## src/rtl/cmd_dispatch_fsm_if.sv

```systemverilog
// Host command / response handshake plus the fan-out to the GET/PUT/DEL
// operation FSMs, bundled for the command dispatcher.
interface cmd_dispatch_fsm_if #(
  parameter int KEY_W = 32,
  parameter int VAL_W = 32
);
  logic             cmd_valid;
  logic             cmd_ready;
  logic [1:0]       cmd_op;
  logic [KEY_W-1:0] cmd_key;
  logic [VAL_W-1:0] cmd_val;
  logic [KEY_W-1:0] op_key;
  logic [VAL_W-1:0] op_val;
  logic             get_enter;
  logic             put_enter;
  logic             del_enter;
  logic             get_en;
  logic             put_en;
  logic             del_en;
  logic             get_done;
  logic             put_done;
  logic             del_done;
  logic             sub_hit;
  logic             rsp_valid;
  logic             rsp_ready;
  logic [1:0]       rsp_status;

  // Host / operation-FSM side.
  modport master (
    output cmd_valid, cmd_op, cmd_key, cmd_val,
    output get_done, put_done, del_done, sub_hit, rsp_ready,
    input  cmd_ready, op_key, op_val,
    input  get_enter, put_enter, del_enter, get_en, put_en, del_en,
    input  rsp_valid, rsp_status
  );

  // Dispatcher side.
  modport slave (
    input  cmd_valid, cmd_op, cmd_key, cmd_val,
    input  get_done, put_done, del_done, sub_hit, rsp_ready,
    output cmd_ready, op_key, op_val,
    output get_enter, put_enter, del_enter, get_en, put_en, del_en,
    output rsp_valid, rsp_status
  );
endinterface

```

## src/rtl/cmd_dispatch_fsm.sv

```systemverilog
// Single-outstanding command dispatcher: latches a host command, pulses the
// selected operation FSM's enter, enables it until done or timeout, then responds.
module cmd_dispatch_fsm #(
  parameter int KEY_W       = 32,
  parameter int VAL_W       = 32,
  parameter int TIMEOUT_CYC = 64
) (
  input  logic              clk,
  input  logic              rst,
  cmd_dispatch_fsm_if.slave bus
);
  localparam int CNT_W = $clog2(TIMEOUT_CYC + 1);
  localparam logic [CNT_W-1:0] CNT_ZERO = {CNT_W{1'b0}};
  localparam logic [CNT_W-1:0] CNT_ONE  = CNT_W'(1);
  localparam logic [CNT_W-1:0] CNT_LAST = CNT_W'(TIMEOUT_CYC - 1);

  localparam logic [1:0] OP_NOP = 2'd0;
  localparam logic [1:0] OP_GET = 2'd1;
  localparam logic [1:0] OP_PUT = 2'd2;
  localparam logic [1:0] OP_DEL = 2'd3;

  localparam logic [1:0] ST_OK      = 2'd0;
  localparam logic [1:0] ST_MISS    = 2'd1;
  localparam logic [1:0] ST_ERR     = 2'd2;
  localparam logic [1:0] ST_TIMEOUT = 2'd3;

  typedef enum logic [1:0] {
    S_IDLE  = 2'd0,
    S_ENTER = 2'd1,
    S_BUSY  = 2'd2,
    S_RESP  = 2'd3
  } state_e;

  state_e           state_q, state_d;
  logic [1:0]       op_q, op_d;
  logic [KEY_W-1:0] key_q, key_d;
  logic [VAL_W-1:0] val_q, val_d;
  logic [1:0]       status_q, status_d;
  logic [CNT_W-1:0] cnt_q, cnt_d;
  logic             sel_done_s;

  always_ff @(posedge clk) begin
    if (rst) begin
      state_q  <= S_IDLE;
      op_q     <= OP_NOP;
      key_q    <= {KEY_W{1'b0}};
      val_q    <= {VAL_W{1'b0}};
      status_q <= ST_OK;
      cnt_q    <= CNT_ZERO;
    end else begin
      state_q  <= state_d;
      op_q     <= op_d;
      key_q    <= key_d;
      val_q    <= val_d;
      status_q <= status_d;
      cnt_q    <= cnt_d;
    end
  end

  // Only the done line of the latched operation is ever looked at.
  always_comb begin
    sel_done_s = 1'b0;
    case (op_q)
      OP_GET:  sel_done_s = bus.get_done;
      OP_PUT:  sel_done_s = bus.put_done;
      OP_DEL:  sel_done_s = bus.del_done;
      default: sel_done_s = 1'b0;
    endcase
  end

  always_comb begin
    state_d  = state_q;
    op_d     = op_q;
    key_d    = key_q;
    val_d    = val_q;
    status_d = status_q;
    cnt_d    = cnt_q;
    case (state_q)
      S_IDLE: begin
        if (bus.cmd_valid) begin
          op_d  = bus.cmd_op;
          key_d = bus.cmd_key;
          val_d = bus.cmd_val;
          if (bus.cmd_op == OP_NOP) begin
            state_d  = S_RESP;
            status_d = ST_ERR;
          end else begin
            state_d  = S_ENTER;
            status_d = ST_OK;
          end
        end else begin
          state_d = S_IDLE;
        end
      end
      S_ENTER: begin
        cnt_d   = CNT_ZERO;
        state_d = S_BUSY;
      end
      S_BUSY: begin
        // Counter tops out at TIMEOUT_CYC on the exit cycle, so it cannot wrap.
        cnt_d = cnt_q + CNT_ONE;
        if (sel_done_s) begin
          state_d = S_RESP;
          if (op_q == OP_PUT) begin
            status_d = ST_OK;
          end else if (bus.sub_hit) begin
            status_d = ST_OK;
          end else begin
            status_d = ST_MISS;
          end
        end else if (cnt_q == CNT_LAST) begin
          state_d  = S_RESP;
          status_d = ST_TIMEOUT;
        end else begin
          state_d = S_BUSY;
        end
      end
      S_RESP: begin
        if (bus.rsp_ready) begin
          state_d = S_IDLE;
        end else begin
          state_d = S_RESP;
        end
      end
      default: begin
        state_d = S_IDLE;
      end
    endcase
  end

  always_comb begin
    bus.cmd_ready  = 1'b0;
    bus.rsp_valid  = 1'b0;
    bus.get_enter  = 1'b0;
    bus.put_enter  = 1'b0;
    bus.del_enter  = 1'b0;
    bus.get_en     = 1'b0;
    bus.put_en     = 1'b0;
    bus.del_en     = 1'b0;
    bus.op_key     = key_q;
    bus.op_val     = val_q;
    bus.rsp_status = status_q;
    case (state_q)
      S_IDLE: begin
        bus.cmd_ready = 1'b1;
      end
      S_ENTER: begin
        bus.get_enter = (op_q == OP_GET);
        bus.put_enter = (op_q == OP_PUT);
        bus.del_enter = (op_q == OP_DEL);
      end
      S_BUSY: begin
        bus.get_en = (op_q == OP_GET);
        bus.put_en = (op_q == OP_PUT);
        bus.del_en = (op_q == OP_DEL);
      end
      S_RESP: begin
        bus.rsp_valid = 1'b1;
      end
      default: begin
        bus.cmd_ready = 1'b0;
      end
    endcase
  end
endmodule
```

## src/flat_wrapper.sv

```systemverilog
// flat-port wrapper written by rule: the top's interface ports become plain ports
module cmd_dispatch_fsm_flat 
#(
  parameter int KEY_W       = 32,
  parameter int VAL_W       = 32,
  parameter int TIMEOUT_CYC = 64
)
  (clk, rst, bus_cmd_valid, bus_cmd_op, bus_cmd_key, bus_cmd_val, bus_get_done, bus_put_done, bus_del_done, bus_sub_hit, bus_rsp_ready, bus_cmd_ready, bus_op_key, bus_op_val, bus_get_enter, bus_put_enter, bus_del_enter, bus_get_en, bus_put_en, bus_del_en, bus_rsp_valid, bus_rsp_status);
  cmd_dispatch_fsm_if #(.KEY_W(KEY_W), .VAL_W(VAL_W)) bus_i ();
  input  logic clk;
  input  logic rst;
  input wire logic [$bits(bus_i.cmd_valid)-1:0] bus_cmd_valid;
  input wire logic [$bits(bus_i.cmd_op)-1:0] bus_cmd_op;
  input wire logic [$bits(bus_i.cmd_key)-1:0] bus_cmd_key;
  input wire logic [$bits(bus_i.cmd_val)-1:0] bus_cmd_val;
  input wire logic [$bits(bus_i.get_done)-1:0] bus_get_done;
  input wire logic [$bits(bus_i.put_done)-1:0] bus_put_done;
  input wire logic [$bits(bus_i.del_done)-1:0] bus_del_done;
  input wire logic [$bits(bus_i.sub_hit)-1:0] bus_sub_hit;
  input wire logic [$bits(bus_i.rsp_ready)-1:0] bus_rsp_ready;
  output wire logic [$bits(bus_i.cmd_ready)-1:0] bus_cmd_ready;
  output wire logic [$bits(bus_i.op_key)-1:0] bus_op_key;
  output wire logic [$bits(bus_i.op_val)-1:0] bus_op_val;
  output wire logic [$bits(bus_i.get_enter)-1:0] bus_get_enter;
  output wire logic [$bits(bus_i.put_enter)-1:0] bus_put_enter;
  output wire logic [$bits(bus_i.del_enter)-1:0] bus_del_enter;
  output wire logic [$bits(bus_i.get_en)-1:0] bus_get_en;
  output wire logic [$bits(bus_i.put_en)-1:0] bus_put_en;
  output wire logic [$bits(bus_i.del_en)-1:0] bus_del_en;
  output wire logic [$bits(bus_i.rsp_valid)-1:0] bus_rsp_valid;
  output wire logic [$bits(bus_i.rsp_status)-1:0] bus_rsp_status;
  assign bus_i.cmd_valid = bus_cmd_valid;
  assign bus_i.cmd_op = bus_cmd_op;
  assign bus_i.cmd_key = bus_cmd_key;
  assign bus_i.cmd_val = bus_cmd_val;
  assign bus_i.get_done = bus_get_done;
  assign bus_i.put_done = bus_put_done;
  assign bus_i.del_done = bus_del_done;
  assign bus_i.sub_hit = bus_sub_hit;
  assign bus_i.rsp_ready = bus_rsp_ready;
  assign bus_cmd_ready = bus_i.cmd_ready;
  assign bus_op_key = bus_i.op_key;
  assign bus_op_val = bus_i.op_val;
  assign bus_get_enter = bus_i.get_enter;
  assign bus_put_enter = bus_i.put_enter;
  assign bus_del_enter = bus_i.del_enter;
  assign bus_get_en = bus_i.get_en;
  assign bus_put_en = bus_i.put_en;
  assign bus_del_en = bus_i.del_en;
  assign bus_rsp_valid = bus_i.rsp_valid;
  assign bus_rsp_status = bus_i.rsp_status;
  cmd_dispatch_fsm #(.KEY_W(KEY_W), .VAL_W(VAL_W), .TIMEOUT_CYC(TIMEOUT_CYC)) u_core (.clk(clk), .rst(rst), .bus(bus_i));
endmodule
```

## config.mk

```make
export PLATFORM = sky130hd
export DESIGN_NAME = cmd_dispatch_fsm_flat
export DESIGN_NICKNAME = d
export VERILOG_FILES = /design/src/rtl/cmd_dispatch_fsm_if.sv /design/src/rtl/cmd_dispatch_fsm.sv /design/src/flat_wrapper.sv
export SDC_FILE = /design/constraint.sdc
export NUM_CORES = 1
export LEC_CHECK = 0
export ABC_AREA = 1
export ABC_CLOCK_PERIOD_IN_PS = 1600
export CELL_PAD_IN_SITES_DETAIL_PLACEMENT = 0
export CELL_PAD_IN_SITES_GLOBAL_PLACEMENT = 1
export CORE_MARGIN = 8
export CORE_UTILIZATION = 27
export CTS_CLUSTER_SIZE = 25
export DETAILED_ROUTE_END_ITERATION = 6
export GPL_TIMING_DRIVEN = 0
export PLACE_DENSITY_LB_ADDON = 0.1
export SYNTH_ARGS = -nofsm -noshare
export SYNTH_HDL_FRONTEND = slang
export SYNTH_SLANG_ARGS = --single-unit
```

## constraint.sdc

```tcl
create_clock -name clk -period 1.6 [get_ports clk]
set_input_delay 0.32 -clock clk [delete_from_list [all_inputs] [get_ports clk]]
set_output_delay 0.32 -clock clk [all_outputs]
set_load 0.01 [all_outputs]
```

After elaboration in Yosys (flattened, before gate mapping):

Index checks and enable logic that the tools add are counted.

* flip-flop bits (word level): 77
* bits in writable memories: 0
* bits in read-only memories: 0
* memories: 0
* latch bits: 0
* word-level logic and storage cells: 45

* shift operators: 0
* add/sub/neg operators: 1
* order comparisons: 0
* eq/ne operators: 9
* mux-type cells: 23
* reduce and logical (&&, ||, !) cells: 6
* $mul: 0
* div/mod/pow operators: 0
* bitwise logic cells: 0

Operators with widths (number)
* $mux W2: 9
* $pmux W7 S2: 1
* $mux W1: 10
* $eq A2 B2 Y1 const B: 4
* $pmux W2 S4: 1
* $add A7 B1 Y7 const B: 1
* $eq A7 B6 Y1 const B: 1
* $eq A2 B1 Y1 const B: 2
* $logic_not A2 Y1: 2
* $pmux W2 S2: 1
* $reduce_bool A2 Y1: 2
* $ne A3 B1 Y1 const B: 1
* $pmux W1 S3: 1
* $reduce_and A3 Y1: 1
* $ne A2 B2 Y1 const B: 1
* $reduce_and A2 Y1: 1

Depth between registers and ports, before layout:

* depth in word-level cells: 4
* mapped depth: 9
* depth with buffers taken out: 9

Least setup slack after synthesis:

Ideal clock, no wire load.

* path kind: register to register
* from: reg u_core.state_q[0]
* to: reg u_core.val_q[15], in the netlist u_core.bus.op_val[15]
* required time: 1484 ps
* cell stages (with the launch flop): 8
* buffers on the path: 2
* library setup time: 116 ps
* period minus slack after synthesis: 1343 ps
* arrival: 1227 ps
* slack: 257 ps
* path through: dfxtp_1 inv_1 ha_1 nand2_2 buf_6 buf_2 o21ai_0 nor2_1

* word-level cells in the longest chain between the ends: 2

Ends and longest elaborated chain
* start: declaration: RTL line cmd_dispatch_fsm.sv:34 `state_e state_q, state_d;`
* start signal: assignment: RTL line cmd_dispatch_fsm.sv:51 `state_q <= state_d;`
* $logic_not A2 Y1: RTL line cmd_dispatch_fsm.sv:78 `case (state_q)`
* $reduce_and A2 Y1 (no line)
* end signal: assignment: RTL line cmd_dispatch_fsm.sv:47 `val_q <= {VAL_W{1'b0}};`
* end signal: assignment: RTL line cmd_dispatch_fsm.sv:54 `val_q <= val_d;`
* end: declaration: RTL line cmd_dispatch_fsm.sv:37 `logic [VAL_W-1:0] val_q, val_d;`

Every way passes these cells.
A chain may end at the register's enable or synchronous reset.

Worst setup path in the final report:

* from: reg u_core.val_q[31], in the netlist u_core.bus.op_val[31]
* to: out bus_op_val[31]

RTL lines
* end: declaration: RTL line flat_wrapper.sv:23 `output wire logic [$bits(bus_i.op_val)-1:0] bus_op_val;`

No word-level cell between the ends.

==> metrics <==
Post-Place Cells=674; largest net degree at the start of global routing=13; Worst-Margin Slew=0.386 ns; initial antenna violation count=0; Worst Path Max Fanout=2; unique cell type count in the Yosys netlist=22; DR vias/cell=4.25; DR vias=2927; # rows=38; Clk Latency, worst-skew pair=0.34 ns; crit path cell chain=clkdlybuf4s50_1; crit end category=output pin; die height=121 um; antenna-violating nets left=0; pwr/cell area=926 mW/mm^2; most frequent cell after synthesis=nor2_1; Hold Path Stages=2; Worst VDD drop=343 uV; clk buf depth=2; Non-Filler Instances=689; Setup violations, final=0; CTS Sinks=77; wire per inst=13.8 um; Nets=625; top-area cell type share of the netlist area=0.521; post-synth top area cell=dfxtp_1; Detailed Routing Iterations Pass 1=5; Sw Ratio=0.281; Mapped Avg Cell Area=7.65 sq um; routability cong.=0.695; Crit path required time=1.28 ns; post-synthesis async set-or-reset flop share=0; Gate power share=0.235; number of flops mapped to enable cells by yosys=0; first-pass GRT wire length=14800 um; critical path's top delay family=buffers and inverters; setup TNS=0 ns; GRT overflow=0; Die X=121 um; WP depth=1; Syn Nets=466; crit path launch type=register; sequential share of power=0.489; Port Buffer Count=147; Main synth FF type=dfxtp_1; Initial Util=0.275; Area contributors post-synth=dfxtp_1 52%, nor2_1 19%, o21ai_0 11%; total of max-cap violations=0; Rel. slew slack=0.743; FMAX=644 MHz; Hold WC Path Type=reg2reg; vias in the first global route=2825; DRT iter0 DRCs=157; top cells by count, synth=149 x nor2_1, 77 x dfxtp_1, 67 x o21ai_0; Critical Path AT=1.23 ns; worst-case reg-to-reg path depth=5; Final Skew=0.00650 ns; Leak Pwr=0.00217 uW; Mapped Cells=387; hold_buf cts=0; Ant. Diodes=0; share of layout cells above drive strength 1=0.0947; Area Overhead vs Synth=62.1%; Synth Register Bits=77; CP max-delay cell=clkdlybuf4s50_1; number of buffers inserted during clock tree synthesis=9; kind of critical path=reg2out; count of pins over their slew limit=0; final period utilization=0.971; Bufs and invs on worst path=1; internal power=3190 uW; synth warn=0; Clk network pwr share=0.276; final hold violation count=0; I/O pin total=148; Post-route DRC=0; clock-pin slew on the worst setup and hold paths=0.08 ns; H-tree lvl count=3; Synth Cell Area=0.00296 sq mm; detailed-route wire length=9480 um; cell chosen for the clock root=clkbuf_8; Net Sw Power=1250 uW; CTS tree=yes; Crit path largest cell delay=0.57 ns; Die ar.=0.0146 sq mm; Total GRT Usage=0.127; post-synthesis sequential area ratio=0.521; detailed placement HPWL=7240 um; status=finished, final reports clean; Tmin final=1.55 ns; CORE AREA=0.0107 sq mm
worst min-delay path, cell delays in order, from the launching register on:
cell and delay (ns):
dfxtp_1 0.30, inv_1 0.07, a21oi_1 0.06
placed cells by master (no fill, tap or decap), types with 2 or more instances in the layout:
master	n
nor2_1	148
clkdlybuf4s50_1	120
dfxtp_1	75
o21ai_0	66
dlymetal6s2s_1	19
nand2_1	18
inv_1	11
clkbuf_1	10
a21oi_1	9
clkbuf_8	9
buf_6	8
buf_2	8
inv_2	6
o21ai_1	6
nand3_1	6
nor2_2	4
ha_2	3
clkinv_2	3
clkbuf_2	2
nand2_2	2
nor3_1	2
ha_1	2
clkinvlp_4	2
dfxtp_2	2
path summary, 6_finish.rpt:
check             slack (ns)                   from               to
hold reg to reg         0.47        u_core.cnt_q[6]  u_core.cnt_q[6]
hold / removal          0.47        u_core.cnt_q[6]  u_core.cnt_q[6]
setup / recovery        0.05  u_core.bus.op_val[31]   bus_op_val[31]
setup reg to reg        0.12      u_core.state_q[0]  u_core.cnt_q[0]
power by group through the flow:
stage	clock [uW]	combinational (uW)	sequential, uW
after detailed placement	0	1070	2220
final	1230	1040	2170
after CTS	1300	1070	2170
after floorplan	0	384	2290
after global placement	0	1060	2210
after global routing	1380	1160	2190
per-stage QoR:
| stage | worst slack [ns] | area [sq um] | power (uW) | hold WS, ns | utilization |
|---|---|---|---|---|---|
| after floorplan | 0.257 | 2960 | 2670 | 0.389 | - |
| after global placement | -0.194 | 4610 | 3270 | 0.461 | 0.429 |
| after detailed placement | -0.177 | 4610 | 3290 | 0.465 | 0.429 |
| after CTS | -0.0650 | 4780 | 4550 | 0.478 | 0.445 |
| after global routing | -0.0121 | 4800 | 4730 | 0.510 | 0.446 |
| final | 0.0465 | 4800 | 4440 | 0.473 | 0.446 |
state kept, by name, summed over array words and instances, names as in the netlist:
name and cells:
u_core.bus.op_key 32, u_core.bus.op_val 32, u_core.cnt_q 7, u_core.bus.rsp_status 2, u_core.op_q 2, u_core.state_q 2
final cells by class:
class / count / area (sq um)
fillers: 1115 / 5950
flip-flops and latches: 77 / 1540
repair buffers: 148 / 1490
multi-input cells: 272 / 1230
well taps: 140 / 175
plain buffers: 21 / 143
clock buffers: 9 / 124
inverters: 17 / 63.8
clock inverters: 5 / 30.0
layer usage:
layer	vias to the layer above	wire (um)	global-route usage
met2	90	4240	0.199
li1	1546	-	-
met5	-	0	0
met3	5	790	0.0503
met4	0	73	0.0422
met1	1286	4380	0.156
logic make-up (layout without fill, tap and decap cells):
logic type,after synthesis,count (layout),synth area share
flops,77,77,0.521
compound gates,82,82,0.139
buf+inv,38,200,0.0698
xor+xnor,1,1,0.00296
fa+ha+maj,5,5,0.0211
simple gates,184,184,0.246
timing repair:
action,CTS,global route
endpoints found under the hold margin,0,0
setup buffers,1,0
endpoints found under the setup margin,12,60
gates resized for setup,24,33
No activity file was read; power rests on OpenSTA's default activity.
